<file path="src/rtl/riscv_issue_scheduler.sv">
`default_nettype none
// riscv_issue_scheduler -- in-order issue gate with long-latency scoreboard and divider busy tracking.
// Second-way issue is built only when RISCV_DUAL_ISSUE_EN is defined.  Rev 1.0

`ifndef UNIT_NUM
`define UNIT_NUM 6
`endif
`ifndef RD_USE
`define RD_USE 0
`endif
`ifndef LSU_USE
`define LSU_USE 1
`endif
`ifndef MUL_USE
`define MUL_USE 2
`endif
`ifndef DIV_USE
`define DIV_USE 3
`endif
`ifndef CSR_USE
`define CSR_USE 4
`endif
`ifndef BRANCH_USE
`define BRANCH_USE 5
`endif

module riscv_issue_scheduler #(
  parameter int DIV_LATENCY = 33
) (
  input  logic                 clk,
  input  logic                 rst,
  input  logic                 branch_occur,
  input  logic                 exec_ready,
  input  logic                 way0_valid,
  input  logic                 way1_valid,
  input  logic [31:0]          way0_inst,
  input  logic [31:0]          way1_inst,
  input  logic [`UNIT_NUM-1:0] way0_unit_usage,
  input  logic [`UNIT_NUM-1:0] way1_unit_usage,
  input  logic                 lwb_valid,
  input  logic [4:0]           lwb_rd,
  output logic                 way0_inst_been_accepted,
  output logic                 way1_inst_been_accepted,
  output logic                 div_busy,
  output logic                 sb_busy
);

  localparam logic [5:0] C_DIV_LOAD = 6'(DIV_LATENCY - 1);

  logic [31:1] sb_q, sb_d;
  logic [5:0]  div_cnt_q, div_cnt_d;
  logic [31:0] w_sb;
  logic [31:0] w_set, w_clr;

  // Bit 0 is a constant zero so x0 lookups never report a hazard.
  assign w_sb = {sb_q, 1'b0};

  logic [4:0] w_rs1_0, w_rs2_0, w_rd_0;
  logic       w_hz0, w_long0, w_div0, w_csr0, w_grant0;

  assign w_rs1_0 = way0_inst[19:15];
  assign w_rs2_0 = way0_inst[24:20];
  assign w_rd_0  = way0_inst[11:7];
  assign w_hz0   = w_sb[w_rs1_0] | w_sb[w_rs2_0] | w_sb[w_rd_0];
  assign w_div0  = way0_unit_usage[`DIV_USE];
  assign w_csr0  = way0_unit_usage[`CSR_USE];
  assign w_long0 = way0_unit_usage[`RD_USE] && (w_rd_0 != 5'd0) &&
                   (way0_unit_usage[`LSU_USE] | way0_unit_usage[`MUL_USE] | w_div0);

  assign w_grant0 = !rst && way0_valid && exec_ready && !branch_occur && !w_hz0 &&
                    !(w_div0 && div_busy) && !(w_csr0 && sb_busy);

  logic w_grant1;
  logic w_div_issue;
  logic w_unused;

`ifdef RISCV_DUAL_ISSUE_EN
  logic [4:0] w_rs1_1, w_rs2_1, w_rd_1;
  logic       w_hz1, w_long1, w_struct, w_dep;

  assign w_rs1_1 = way1_inst[19:15];
  assign w_rs2_1 = way1_inst[24:20];
  assign w_rd_1  = way1_inst[11:7];
  assign w_hz1   = w_sb[w_rs1_1] | w_sb[w_rs2_1] | w_sb[w_rd_1];
  assign w_long1 = way1_unit_usage[`RD_USE] && (w_rd_1 != 5'd0) &&
                   (way1_unit_usage[`LSU_USE] | way1_unit_usage[`MUL_USE] |
                    way1_unit_usage[`DIV_USE]);

  assign w_struct = (way0_unit_usage[`LSU_USE]    && way1_unit_usage[`LSU_USE]) ||
                    (way0_unit_usage[`BRANCH_USE] && way1_unit_usage[`BRANCH_USE]) ||
                    (way0_unit_usage[`MUL_USE]    && way1_unit_usage[`MUL_USE]) ||
                    (w_div0                       && way1_unit_usage[`DIV_USE]) ||
                    w_csr0 || way1_unit_usage[`CSR_USE];

  assign w_dep = way0_unit_usage[`RD_USE] && (w_rd_0 != 5'd0) &&
                 ((w_rs1_1 == w_rd_0) || (w_rs2_1 == w_rd_0) || (w_rd_1 == w_rd_0));

  // A divide in way1 must also wait for the shared divider to drain.
  assign w_grant1 = w_grant0 && way1_valid && !w_hz1 && !w_struct &&
                    !way0_unit_usage[`BRANCH_USE] && !w_dep &&
                    !(way1_unit_usage[`DIV_USE] && div_busy);

  assign w_set = ((w_grant0 && w_long0) ? (32'd1 << w_rd_0) : 32'd0) |
                 ((w_grant1 && w_long1) ? (32'd1 << w_rd_1) : 32'd0);
  assign w_div_issue = (w_grant0 && w_div0) || (w_grant1 && way1_unit_usage[`DIV_USE]);
  assign w_unused = ^{way0_inst[31:25], way0_inst[14:12], way0_inst[6:0],
                      way1_inst[31:25], way1_inst[14:12], way1_inst[6:0],
                      w_set[0], w_clr[0]};
`else
  assign w_grant1    = 1'b0;
  assign w_set       = (w_grant0 && w_long0) ? (32'd1 << w_rd_0) : 32'd0;
  assign w_div_issue = w_grant0 && w_div0;
  assign w_unused = ^{way0_inst[31:25], way0_inst[14:12], way0_inst[6:0],
                      way1_valid, way1_inst, way1_unit_usage, w_set[0], w_clr[0]};
`endif

  // Set is applied after clear so a same-cycle issue to the released register wins.
  assign w_clr = lwb_valid ? (32'd1 << lwb_rd) : 32'd0;
  assign sb_d  = (sb_q & ~w_clr[31:1]) | w_set[31:1];

  always_comb begin
    div_cnt_d = div_cnt_q;
    if (w_div_issue) begin
      div_cnt_d = C_DIV_LOAD;
    end else if (div_cnt_q != 6'd0) begin
      div_cnt_d = div_cnt_q - 6'd1;
    end
  end

  always_ff @(posedge clk or posedge rst) begin
    if (rst) begin
      sb_q      <= '0;
      div_cnt_q <= '0;
    end else begin
      sb_q      <= sb_d;
      div_cnt_q <= div_cnt_d;
    end
  end

  assign way0_inst_been_accepted = w_grant0;
  assign way1_inst_been_accepted = w_grant1;
  assign div_busy                = (div_cnt_q != 6'd0);
  assign sb_busy                 = |sb_q;

endmodule

`default_nettype wire

</file>
<file path="config.mk">
export PLATFORM = sky130hd
export DESIGN_NAME = riscv_issue_scheduler
export DESIGN_NICKNAME = d
export VERILOG_FILES = /design/src/rtl/riscv_issue_scheduler.sv
export SDC_FILE = /design/constraint.sdc
export NUM_CORES = 1
export LEC_CHECK = 0
export ABC_AREA = 1
export CAP_MARGIN = 30
export CORE_MARGIN = 2
export CORE_UTILIZATION = 44
export DETAILED_ROUTE_END_ITERATION = 10
export PLACE_DENSITY = 0.78
export SYNTH_ARGS = -nofsm -noshare
export SYNTH_HDL_FRONTEND = slang
export SYNTH_SLANG_ARGS = --single-unit
</file>
<file path="constraint.sdc">
create_clock -name clk -period 1.5 [get_ports clk]
set_input_delay 0.15 -clock clk [delete_from_list [all_inputs] [get_ports clk]]
set_output_delay 0.15 -clock clk [all_outputs]
set_load 0.02 [all_outputs]
</file>
==> run summary <==
Run status: finished with violations
Failing checks: negative setup slack
Detailed-route via count: 4354
Layout overhead on the synthesized area: 41.7%
Largest net degree at the start of global routing: 38
Max incr delay on CP: 450 ps
First-pass GRT wire length: 19.4 mm
Post-Syn Instances: 541
Die area: 0.00828 mm²
Syn_nets: 631
Cell mode on critical path: nand2_1
Via density: 5.76
Chip Width: 91.0 µm
Grt total ovfl: 0
Slew Viols, Final: 0
IO buf count: 33
Switching part of the total: 35.6%
Setup slack after layout: -655 ps
Syn avg cell area: 6.16 µm²
Fillers: 640
Critical path, cell by cell: clkdlybuf4s50_1 > buf_12 > buf_4 > nor2_1 > nand2_1 > nand4_1 > nand3_1 > nand2_1 > nand2_1 > nand2_2 > nor2_4 > and2_4 > buf_6
Combined area of the multi-input logic cells: 0.00201 mm²
WP buf/inv: 4
Achievable Freq: 464 MHz
WP data arrival: 2010 ps
Clk root buf: clkbuf_8
WL/cell: 16.9 µm
Static leakage: 0.00251 µW
Hold Path Class: in2async
Worst slew margin relative to its limit: 62.1%
Drt total wl: 12.8 mm
Max-cap violations: 0
Number of synthesized flops with an enable pin: 0
Critical Path Source Type: primary input
CP startpoint: way0_inst[7]
Worst r2r path cells: 15
Layout cell share with drive strength beyond 1: 23.9%
Initial antenna violation count: 0
Critical path depth in cells: 13
Vias in the first global route: 4057
Clock latency on the worst-skew pair: 300 ps
FF-to-FF setup slack: -540 ps
RSZ-0062 raised after global routing: yes
Peak VDD IR: 695 µV
Total placed cells including tap cells: 733
Drt first pass iters: 6
Power share of the combinational group: 42.0%
Ys flop type: dfrtp_1
Reg2Reg Capture Point: div_cnt_q[1]$_DFFE_PP0P_
Hold Slack: 245 ps
Worst-path clk slew: 80 ps
YS warnings: 0
Row cnt: 31
Post-synth top area share: 27.8%
CP Capture Type: primary output
Delay-heaviest family, CP: simple AND/OR/NAND/NOR gates
Initial core utilization: 45.7%
Clock power share: 23.0%
Critical path required time: 1350 ps
Clock Sinks: 37
# IOs: 92
Setup Viol. Count Final: 36
Synth Cell Area: 0.00333 mm²
Top cell type by total area after synthesis: dfrtp_1
GRT Total Usage: 29.2%
ANT nets after route: 0
Slowest CP cell: clkdlybuf4s50_1
Total Nets Final: 746
R2R Path Start: sb_q[31]$_DFF_PP0_
H-tree depth: 2
PD cells: 698 mW/mm²
Register area: 926 µm²
Yosys reg bits: 37
Ys async rst share: 100%
Drt initial violations: 508
Diode count: 0
Synth unique cells: 32
DR DRC count: 0
Die Y: 91.0 µm
Setup_tns: -17170 ps
Sequential area share after synthesis: 27.8%
Layout Cells excl Fill: 756
Internal power: 2120 µW
RD Place Congestion: 1.05
Slew @ Worst Pin: 563 ps
Flop pwr share: 35.0%
Fin Clk Skew: 6.38 ps
Critical-path maximum fanout: 13
Final Hold Viols: 0
Core area: 0.00729 mm²
Num CTS Buffers: 5
Final Cycle Share: 144%
WS Path Type: in2out
Post-DP HPWL: 8.75 mm
CTS max path bufs: 2
Min Tclk post-route: 2160 ps
Largest cells by area after synthesis: dfrtp_1, nand2_1, nand3_1, nor2_1, nand4_1
Psw: 1170 µW
TritonCTS clock tree: built
==> sequential cells by signal, indices dropped and copies added (netlist names) <==
name	cells
div_cnt_q	6
sb_q	31
==> synth_stat cells, types with 4 or more instances <==
master / n
o21ai_0: 32
nand2_1: 146
o21ai_1: 4
inv_1: 55
xor2_1: 4
nor2_1: 67
clkbuf_1: 9
buf_6: 13
nor4_1: 4
dfrtp_1: 37
o211ai_1: 5
nor3_1: 7
buf_2: 7
nand4_1: 37
nand2_2: 5
nand3_1: 86
==> area by class of cell <==
cell class                 count  area share [%]
clock buffer                   6            1.75
clock inverter                 2           0.292
inverter                      62            5.09
multi-input combinational    411            42.5
sequential                    37            19.6
tap                           99            2.62
timing repair buffer         139            28.1
==> cells by family after synthesis <==
| group | Yosys count | synth area share (%) |
|---|---|---|
| AOI/OAI and AO/OA | 46 | 7.51 |
| xor gates and xnor gates | 4 | 1.05 |
| adders and majority gates | 2 | 0.751 |
| buffers and inverters | 93 | 14.1 |
| DFF | 37 | 27.8 |
| other | 1 | 0.113 |
| and+or+nand+nor | 358 | 48.6 |
==> what timing repair did <==
item                                    CTS  global route
cloned                                    2             4
resized for setup                        36            17
pin swaps                                15             7
setup buffers                             5             6
hold buffers                              0             0
endpoints found under the setup margin   37            37
==> power groups by stage <==
stage	logic (µW)	clock network [µW]	registers, µW
2_1_floorplan	701	0	1170
4_1_cts	1270	757	1150
3_3_place_gp	1170	0	1160
5_1_grt	1500	791	1160
3_5_place_dp	1220	0	1170
6_report	1380	758	1150
==> how the worst max path moves through the flow <==
stage                               to
2_1_floorplan  way0_inst_been_accepted
3_3_place_gp   way0_inst_been_accepted
6_report       way0_inst_been_accepted
5_1_grt        way0_inst_been_accepted
3_5_place_dp   way0_inst_been_accepted
4_1_cts        way0_inst_been_accepted
==> worst min-delay path: stages <==
cell,delay (ps)
clkdlybuf4s50_1,430
inv_1,110
buf_12,230
==> per-stage QoR <==
stage                     util (%)  cell area [µm²]  worst slack [ps]  total power, µW
after floorplan                  -             3350             -97.3             1870
after global placement        58.9             4290              -962             2340
after detailed placement      59.1             4310             -1020             2380
after CTS                     62.4             4550              -545             3180
after global routing          64.7             4720              -686             3460
final                         64.7             4720              -655             3290
==> layer usage <==
metal | wire (µm) | up-vias | track usage, %
li1 | - | 2004 | -
met1 | 4910 | 1925 | 37.8
met2 | 5750 | 344 | 47.7
met3 | 1270 | 81 | 3.24
met4 | 831 | 0 | 15.5
met5 | 0 | - | 0
==> layout by cell type (no fill, tap or decap), drive strengths merged <==
cell type,netlist,routed
dfrtp,37,37
o31ai,1,1
inv,61,61
nor2,70,70
nand2,152,152
dlymetal6s2s,0,2
nand3,86,86
nand4,38,38
clkbuf,9,10
ha,2,2
a21oi,3,3
a31oi,1,1
buf,22,105
nor4,4,4
xor2,4,4
o211ai,5,5
and2,1,1
o21ai,36,36
conb,1,1
clkdlybuf4s50,0,28
nor3,7,7
clkinv,1,3
Note: power is estimated with default switching activity, not from simulation.
